File: config.mk
export PLATFORM = sky130hd
export DESIGN_NAME = axi_resp_demux
export DESIGN_NICKNAME = d
export VERILOG_FILES = /design/src/rtl/axi_resp_demux.sv
export SDC_FILE = /design/constraint.sdc
export NUM_CORES = 1
export LEC_CHECK = 0
export ABC_AREA = 1
export BUFFER_PORTS_ARGS = -buffer_cell sky130_fd_sc_hd__buf_4
export CAP_MARGIN = 10
export CORE_ASPECT_RATIO = 1.75
export CORE_MARGIN = 2
export CORE_UTILIZATION = 40
export CTS_BUF_LIST = sky130_fd_sc_hd__clkbuf_2 sky130_fd_sc_hd__clkbuf_4 sky130_fd_sc_hd__clkbuf_8
export DETAILED_ROUTE_END_ITERATION = 6
export PLACE_DENSITY = 0.82
export SETUP_SLACK_MARGIN = 0.15
export SLEW_MARGIN = 20
export SYNTH_ARGS = -nofsm -noshare
export SYNTH_HDL_FRONTEND = slang
export SYNTH_SLANG_ARGS = --single-unit
File: constraint.sdc
create_clock -name clk -period 1.65 [get_ports clk]
set_clock_uncertainty 0.2 [all_clocks]
set_input_delay 0.2475 -clock clk [delete_from_list [all_inputs] [get_ports clk]]
set_output_delay 0.2475 -clock clk [all_outputs]
set_load 0.05 [all_outputs]
File: src/rtl/axi_resp_demux.sv
// -----------------------------------------------------------------------------
// axi_resp_demux
//
// Return path of the AXI interconnect. The single slave-side response channel
// (R or B style: id/data/resp/last) is routed back to the master port whose
// index the request arbiter prepended to the ID. There is one register stage
// between the slave side and the master side.
//
// Optional outstanding-burst tracking (macro AXI_RESP_DEMUX_TRACK_EN):
//   defined   - per-master burst counters, out_full, and responses arriving
//               for a master with no outstanding burst are dropped.
//   undefined - no counters, out_full tied low, issue_en/issue_idx ignored;
//               only beats whose index is not a valid master are dropped.
//
// Parameters:
//   NUM_MST  number of master ports (>= 2)
//   ID_W     master-side ID width; slave-side ID is {sel, id}
//   DATA_W   response data width (1 for B-channel use)
//   MAX_OUT  maximum outstanding bursts per master
//
// Ports:
//   clk, rst_n          clock, asynchronous active-low reset
//   s_valid/s_ready     slave-side response handshake
//   s_id/s_data/s_resp/s_last  slave-side response beat (s_id carries index)
//   m_valid/m_ready     per-master handshake, one bit per master
//   m_id/m_data/m_resp/m_last  per-master payload, master k at slice k
//   issue_en/issue_idx  a request burst was granted to master issue_idx
//   out_full            master k has MAX_OUT bursts outstanding
//   err_o               one-cycle pulse after a response beat was dropped
// -----------------------------------------------------------------------------
module axi_resp_demux #(
  parameter int NUM_MST = 4,
  parameter int ID_W    = 4,
  parameter int DATA_W  = 32,
  parameter int MAX_OUT = 8,
  localparam int SEL_W  = $clog2(NUM_MST),
  localparam int CNT_W  = $clog2(MAX_OUT + 1)
) (
  input  logic                      clk,
  input  logic                      rst_n,
  input  logic                      s_valid,
  output logic                      s_ready,
  input  logic [SEL_W+ID_W-1:0]     s_id,
  input  logic [DATA_W-1:0]         s_data,
  input  logic [1:0]                s_resp,
  input  logic                      s_last,
  output logic [NUM_MST-1:0]        m_valid,
  input  logic [NUM_MST-1:0]        m_ready,
  output logic [NUM_MST*ID_W-1:0]   m_id,
  output logic [NUM_MST*DATA_W-1:0] m_data,
  output logic [NUM_MST*2-1:0]      m_resp,
  output logic [NUM_MST-1:0]        m_last,
  input  logic                      issue_en,
  input  logic [SEL_W-1:0]          issue_idx,
  output logic [NUM_MST-1:0]        out_full,
  output logic                      err_o
);

  function automatic logic idx_in_range(input logic [SEL_W-1:0] idx);
    return ({1'b0, idx} < (SEL_W + 1)'(NUM_MST));
  endfunction

  logic              vld_p1;
  logic [SEL_W-1:0]  sel_p1;
  logic [ID_W-1:0]   id_p1;
  logic [DATA_W-1:0] data_p1;
  logic [1:0]        resp_p1;
  logic              last_p1;
  logic              err_p1;

  logic [SEL_W-1:0]  sel_p0;
  logic              hs_p0;
  logic              in_range_p0;
  logic              cnt_ok_p0;
  logic              drop_p0;
  logic              load_p0;

  // ---- Stage p0: slave-side handshake and drop decision ----
  assign sel_p0      = s_id[SEL_W+ID_W-1 -: SEL_W];
  // The held beat only blocks the slave side while its own master stalls.
  assign s_ready     = !vld_p1 || m_ready[sel_p1];
  assign hs_p0       = s_valid && s_ready;
  assign in_range_p0 = idx_in_range(sel_p0);
  // A dropped beat is still accepted upstream, it just never enters the register.
  assign drop_p0     = hs_p0 && !(in_range_p0 && cnt_ok_p0);
  assign load_p0     = hs_p0 && !drop_p0;

`ifdef AXI_RESP_DEMUX_TRACK_EN
  logic [CNT_W-1:0]   cnt_p1  [NUM_MST];
  logic [CNT_W-1:0]   cnt_nxt [NUM_MST];
  logic [NUM_MST-1:0] full_p1;

  // Saturating up/down step; a simultaneous issue and completion cancel out.
  function automatic logic [CNT_W-1:0] cnt_step(input logic [CNT_W-1:0] cnt,
                                                input logic inc,
                                                input logic dec);
    logic [CNT_W-1:0] r;
    r = cnt;
    if (inc && !dec) begin
      if (cnt != CNT_W'(MAX_OUT)) r = cnt + 1'b1;
    end else if (dec && !inc) begin
      r = cnt - 1'b1;
    end
    return r;
  endfunction

  // Only indexed when in range; the && keeps an out-of-range read harmless.
  assign cnt_ok_p0 = in_range_p0 && (cnt_p1[sel_p0] != '0);

  // Completion is counted when the last beat is captured, not when delivered.
  always_comb begin
    for (int k = 0; k < NUM_MST; k++) begin
      cnt_nxt[k] = cnt_step(cnt_p1[k],
                            issue_en && (issue_idx == SEL_W'(k)),
                            load_p0 && s_last && (sel_p0 == SEL_W'(k)));
    end
  end

  always_ff @(posedge clk or negedge rst_n) begin
    if (!rst_n) begin
      for (int k = 0; k < NUM_MST; k++) cnt_p1[k] <= '0;
      full_p1 <= '0;
    end else begin
      for (int k = 0; k < NUM_MST; k++) begin
        cnt_p1[k]  <= cnt_nxt[k];
        full_p1[k] <= (cnt_nxt[k] == CNT_W'(MAX_OUT));
      end
    end
  end

  assign out_full = full_p1;
`else
  logic unused_issue;

  assign cnt_ok_p0    = 1'b1;
  assign out_full     = '0;
  assign unused_issue = ^{issue_en, issue_idx};
`endif

  // ---- Stage p1: single holding register toward the masters ----
  always_ff @(posedge clk or negedge rst_n) begin
    if (!rst_n) begin
      vld_p1  <= 1'b0;
      sel_p1  <= '0;
      id_p1   <= '0;
      data_p1 <= '0;
      resp_p1 <= '0;
      last_p1 <= 1'b0;
      err_p1  <= 1'b0;
    end else begin
      err_p1 <= drop_p0;
      if (load_p0) begin
        vld_p1  <= 1'b1;
        sel_p1  <= sel_p0;
        id_p1   <= s_id[ID_W-1:0];
        data_p1 <= s_data;
        resp_p1 <= s_resp;
        last_p1 <= s_last;
      end else if (vld_p1 && m_ready[sel_p1]) begin
        vld_p1 <= 1'b0;
      end
    end
  end

  // Payload is broadcast on every slice; only the selected valid is raised.
  always_comb begin
    m_valid = '0;
    m_id    = '0;
    m_data  = '0;
    m_resp  = '0;
    m_last  = '0;
    for (int k = 0; k < NUM_MST; k++) begin
      m_valid[k]                = vld_p1 && (sel_p1 == SEL_W'(k));
      m_id[k*ID_W +: ID_W]      = id_p1;
      m_data[k*DATA_W +: DATA_W] = data_p1;
      m_resp[k*2 +: 2]          = resp_p1;
      m_last[k]                 = last_p1;
    end
  end

  assign err_o = err_p1;

endmodule

* Yosys cells after proc, flatten, opt, wreduce, memory -nomap -nowiden *
Cells that the tools add are included.

word-level totals
  bits of input ports = 51
  word-level logic and storage cells = 24
  bits in registers = 42
  output and inout port bits = 166

operators by class
  reduce and logical (&&, ||, !) cells = 10
  mux-type cells = 4
  $lt $le $gt $ge = 1
  eq/ne operators = 3

operators by type and width
  kind                                                                   count
  1-bit logical AND                                                      6
  2-bit == test (second input constant)                                  2
  2-bit by 3-bit < comparator with 1-bit output (second input constant)  1
  1-bit two-way mux                                                      3
  1-bit binary-select mux with 2-bit select                              1
  2-bit by 1-bit == test with 1-bit output (second input constant)       1
  2-bit zero test                                                        1
  2-bit nonzero test                                                     1
  1-bit zero test                                                        1
  1-bit logical OR                                                       1

* Longest topological paths before layout *
  word-level depth = 5
  depth in mapped cells = 9
  gate-level depth less buffers = 8

* Worst setup path before layout *
No wires, ideal clock.

  path type = register -> output
  start = reg sel_p1[0]
  end = out m_valid[3]
  cell stages (with the launch flop) = 3
  data required time = 1.202 ns
  data arrival time = 1.559 ns
  setup slack = -0.356 ns
  buffers on the path = 0
  cells stage by stage = dfrtp_1 -> inv_2 -> nor3_1

between the ends
  longest elaborated chain between the ends = 2

RTL lines
  what                    RTL line  text
  from (decl)             64        logic [SEL_W-1:0] sel_p1;
  from (signal assigned)  154       sel_p1 <= sel_p0;
  2-bit == test           173       m_valid[k] = vld_p1 && (sel_p1 == SEL_W'(k));
  1-bit logical AND       173
  to (decl)               47        output logic [NUM_MST-1:0] m_valid,

Every way passes these cells.

* Final worst setup path *
  start = reg sel_p1[0]
  end = out s_ready

between the ends
  longest elaborated chain between the ends = 3

RTL lines
  what                                       RTL line  text
  1-bit binary-select mux with 2-bit select  81        assign s_ready = !vld_p1 || m_ready[sel_p1];
  1-bit two-way mux (implied by the code)    81
  1-bit logical OR                           81
  to (decl)                                  42        output logic s_ready,

Every way passes these cells. The select of a mux whose other input is x is not followed.

==> impl_metrics.ini <==
[finish]
drive_gt1_share_pct = 69.63
final_cells = 543
area_delta_synth_final_pct = 70.32
fillers = 464
multi_input_area_sq_um = 978.4
antenna_cells = 0
ff_latch_area_sq_um = 1061
nets = 512
final_cell_area_sq_um = 4546

[setup_path]
crit_top_cell = nand2_1
worstPathArrival_ns = 1.30
cp_slowest_cell = dfrtp_2
start_kind = flop
cp.required_ns = 1.20
end_kind = primary output
critical_path.max_fanout = 4
critPathMaxStageDelay_ns = 0.45
cp_cell_sequence = inv_2 > nand2_1 > nand2_1 > nand2_2 > nand3_4 > buf_8
path_class = flop to primary output

[grt]
antenna_found_initial = 0
grt_overflow_total = 0
gr-usage-all-layers_pct = 20.55
grt_max_degree = 43
grt_first_pass_wirelength_microns = 11700
grt_pass1_vias = 2364

[floorplan]
row_count = 39
dieArea_sq_um = 7367
start_util_pct = 41.12
core_sq_um = 6490
dieWidth_microns = 65.75
boundaryPins = 217
die_y_microns = 112.1

[min_path]
worstHoldPathType = input pin to flop

[logic_synthesis]
synth_area_sq_um = 2669
ys_ff_latch = 42
ys_seq_area_share_pct = 39.38
yosysWarnings = 0
syn-instance-count = 320
syn_area_per_cell_sq_um = 8.340
synth.distinct_cells = 14

[sta]
clock.fmax_mhz = 573.5
tightest_slew_ns = 0.5738
worst_slack_ns = -0.09363
holdWs_ns = -0.002218
rsz0062_at_grt = yes
period_minus_slack_ns = 1.744
relSlewSlack_pct = 61.75
hold_viol_final = 2
drv_slew = 0
finalSetupViolCount = 45
period_share_pct = 105.7

[route]
vias = 2533
drt_iter0_markers = 120
wl_microns = 9050
first_pass_iters = 4
ant_nets = 0
drc = 0
routedWlPerCell_microns = 16.67
post_drt_via_cell_ratio = 4.665

[clocking]
cts_made_buffers = 5
path_clk_slew_ns = 0.08
clk_latency_ns = 0.29
cts_max_level = 2
cts_buffer_depth = 2
cts_tree = yes
cts.sinks = 42
root_buffer = clkbuf_8

[run]
drv_cap = 0

[place]
postPlaceCellArea_sq_um = 3437
port_buffers = 208
dp.cells = 484
place_hpwl_microns = 5025
place_ws_ns = 0.03043
gp_congestion = 0.7895

[status]
violations = hold timing, setup timing
status = complete, but fails checks
[stage by stage]
step / setup TNS, ns / util, %
2_1_floorplan: 0 / -
3_3_place_gp: 0 / 52.96
3_5_place_dp: 0 / 52.96
4_1_cts: -0.4647 / 62.56
5_1_grt: -5.908 / 70.04
6_report: -1.790 / 70.04
[sequential cells by signal (all words and copies together), names as in the netlist]
name     cells
id_p1        4
last_p1      1
sel_p1       2
resp_p1      2
data_p1     32
vld_p1       1
[cell type report]
| type | count | area share (%) |
|---|---|---|
| inverters | 3 | 0.3028 |
| well taps | 82 | 2.257 |
| flip-flops and latches | 42 | 23.34 |
| multi-input cells | 143 | 21.52 |
| repair buffers | 266 | 50.73 |
| clock buffers | 7 | 1.844 |
[worst paths after layout]
path / start / endpoint / slack (ns) / cells after the start
max in group asynchronous: rst_n / data_p1[18] / 0.52 / 2
max reg2reg: sel_p1[0] / data_p1[30] / -0.07 / 10
min: s_data[29] / data_p1[29] / -0.002 / 3
min in group asynchronous: rst_n / id_p1[0] / 0.31 / 2
min reg2reg: data_p1[0] / data_p1[0] / 0.36 / 2
max: sel_p1[0] / s_ready / -0.09 / 6
[critical path, delay by kind of cell (launching register included)]
family	cells	cell delay, ns
DFF	1	0.45
and+or+nand+nor	4	0.30
buffers and inverters	2	0.24
[synth_stat cells, drive strengths merged]
cell | number | area [sq um]
clkbuf | 1 | 3.750
buf | 135 | 1003
dfrtp | 42 | 1051
inv | 3 | 11.26
nand3 | 42 | 222.7
conb | 1 | 3.750
nand2 | 92 | 352.8
nor3 | 4 | 20.02
[routing by layer]
layer | routed length, microns | track usage, % | vias to the layer above
met5 | 0 | 0 | -
met4 | 266 | 8.472 | 0
met3 | 480 | 3.808 | 20
met2 | 5271 | 38.05 | 121
met1 | 3031 | 21.98 | 1243
li1 | - | - | 1149
[logic make-up after synthesis]
kind of cell           after synthesis  synth area share [%]
and+or+nand+nor                    138                 22.32
DFF                                 42                 39.38
other                                1                0.1405
buffers and inverters              139                 38.16
[repair_timing]
action                                  in CTS  in global routing
gates cloned                                 2                  7
hold endpoints to repair                    79                  0
hold buffers                                38                  0
resized for setup                           21                102
endpoints found under the setup margin      46                 47
setup buffers                                3                  2
pin swaps                                    3                 18
[placed cells by master, fill, tap and decap left out]
| master | instances |
|---|---|
| buf_6 | 11 |
| nand3_4 | 1 |
| nor3_4 | 4 |
| dlygate4sd3_1 | 38 |
| nand2_2 | 37 |
| conb_1 | 5 |
| buf_12 | 3 |
| buf_4 | 206 |
| dfrtp_2 | 8 |
| clkbuf_8 | 5 |
| nand2_4 | 23 |
| nand3_1 | 32 |
| inv_4 | 1 |
| nand2_8 | 1 |
| clkbuf_4 | 2 |
| nand3_2 | 9 |
| dfrtp_1 | 34 |
| inv_2 | 2 |
| clkbuf_16 | 5 |
| buf_8 | 1 |
| nand2_1 | 31 |
| buf_16 | 2 |
Power is not shown: default switching activity piles up to over one toggle a cycle in this logic, so the estimate is an artifact.
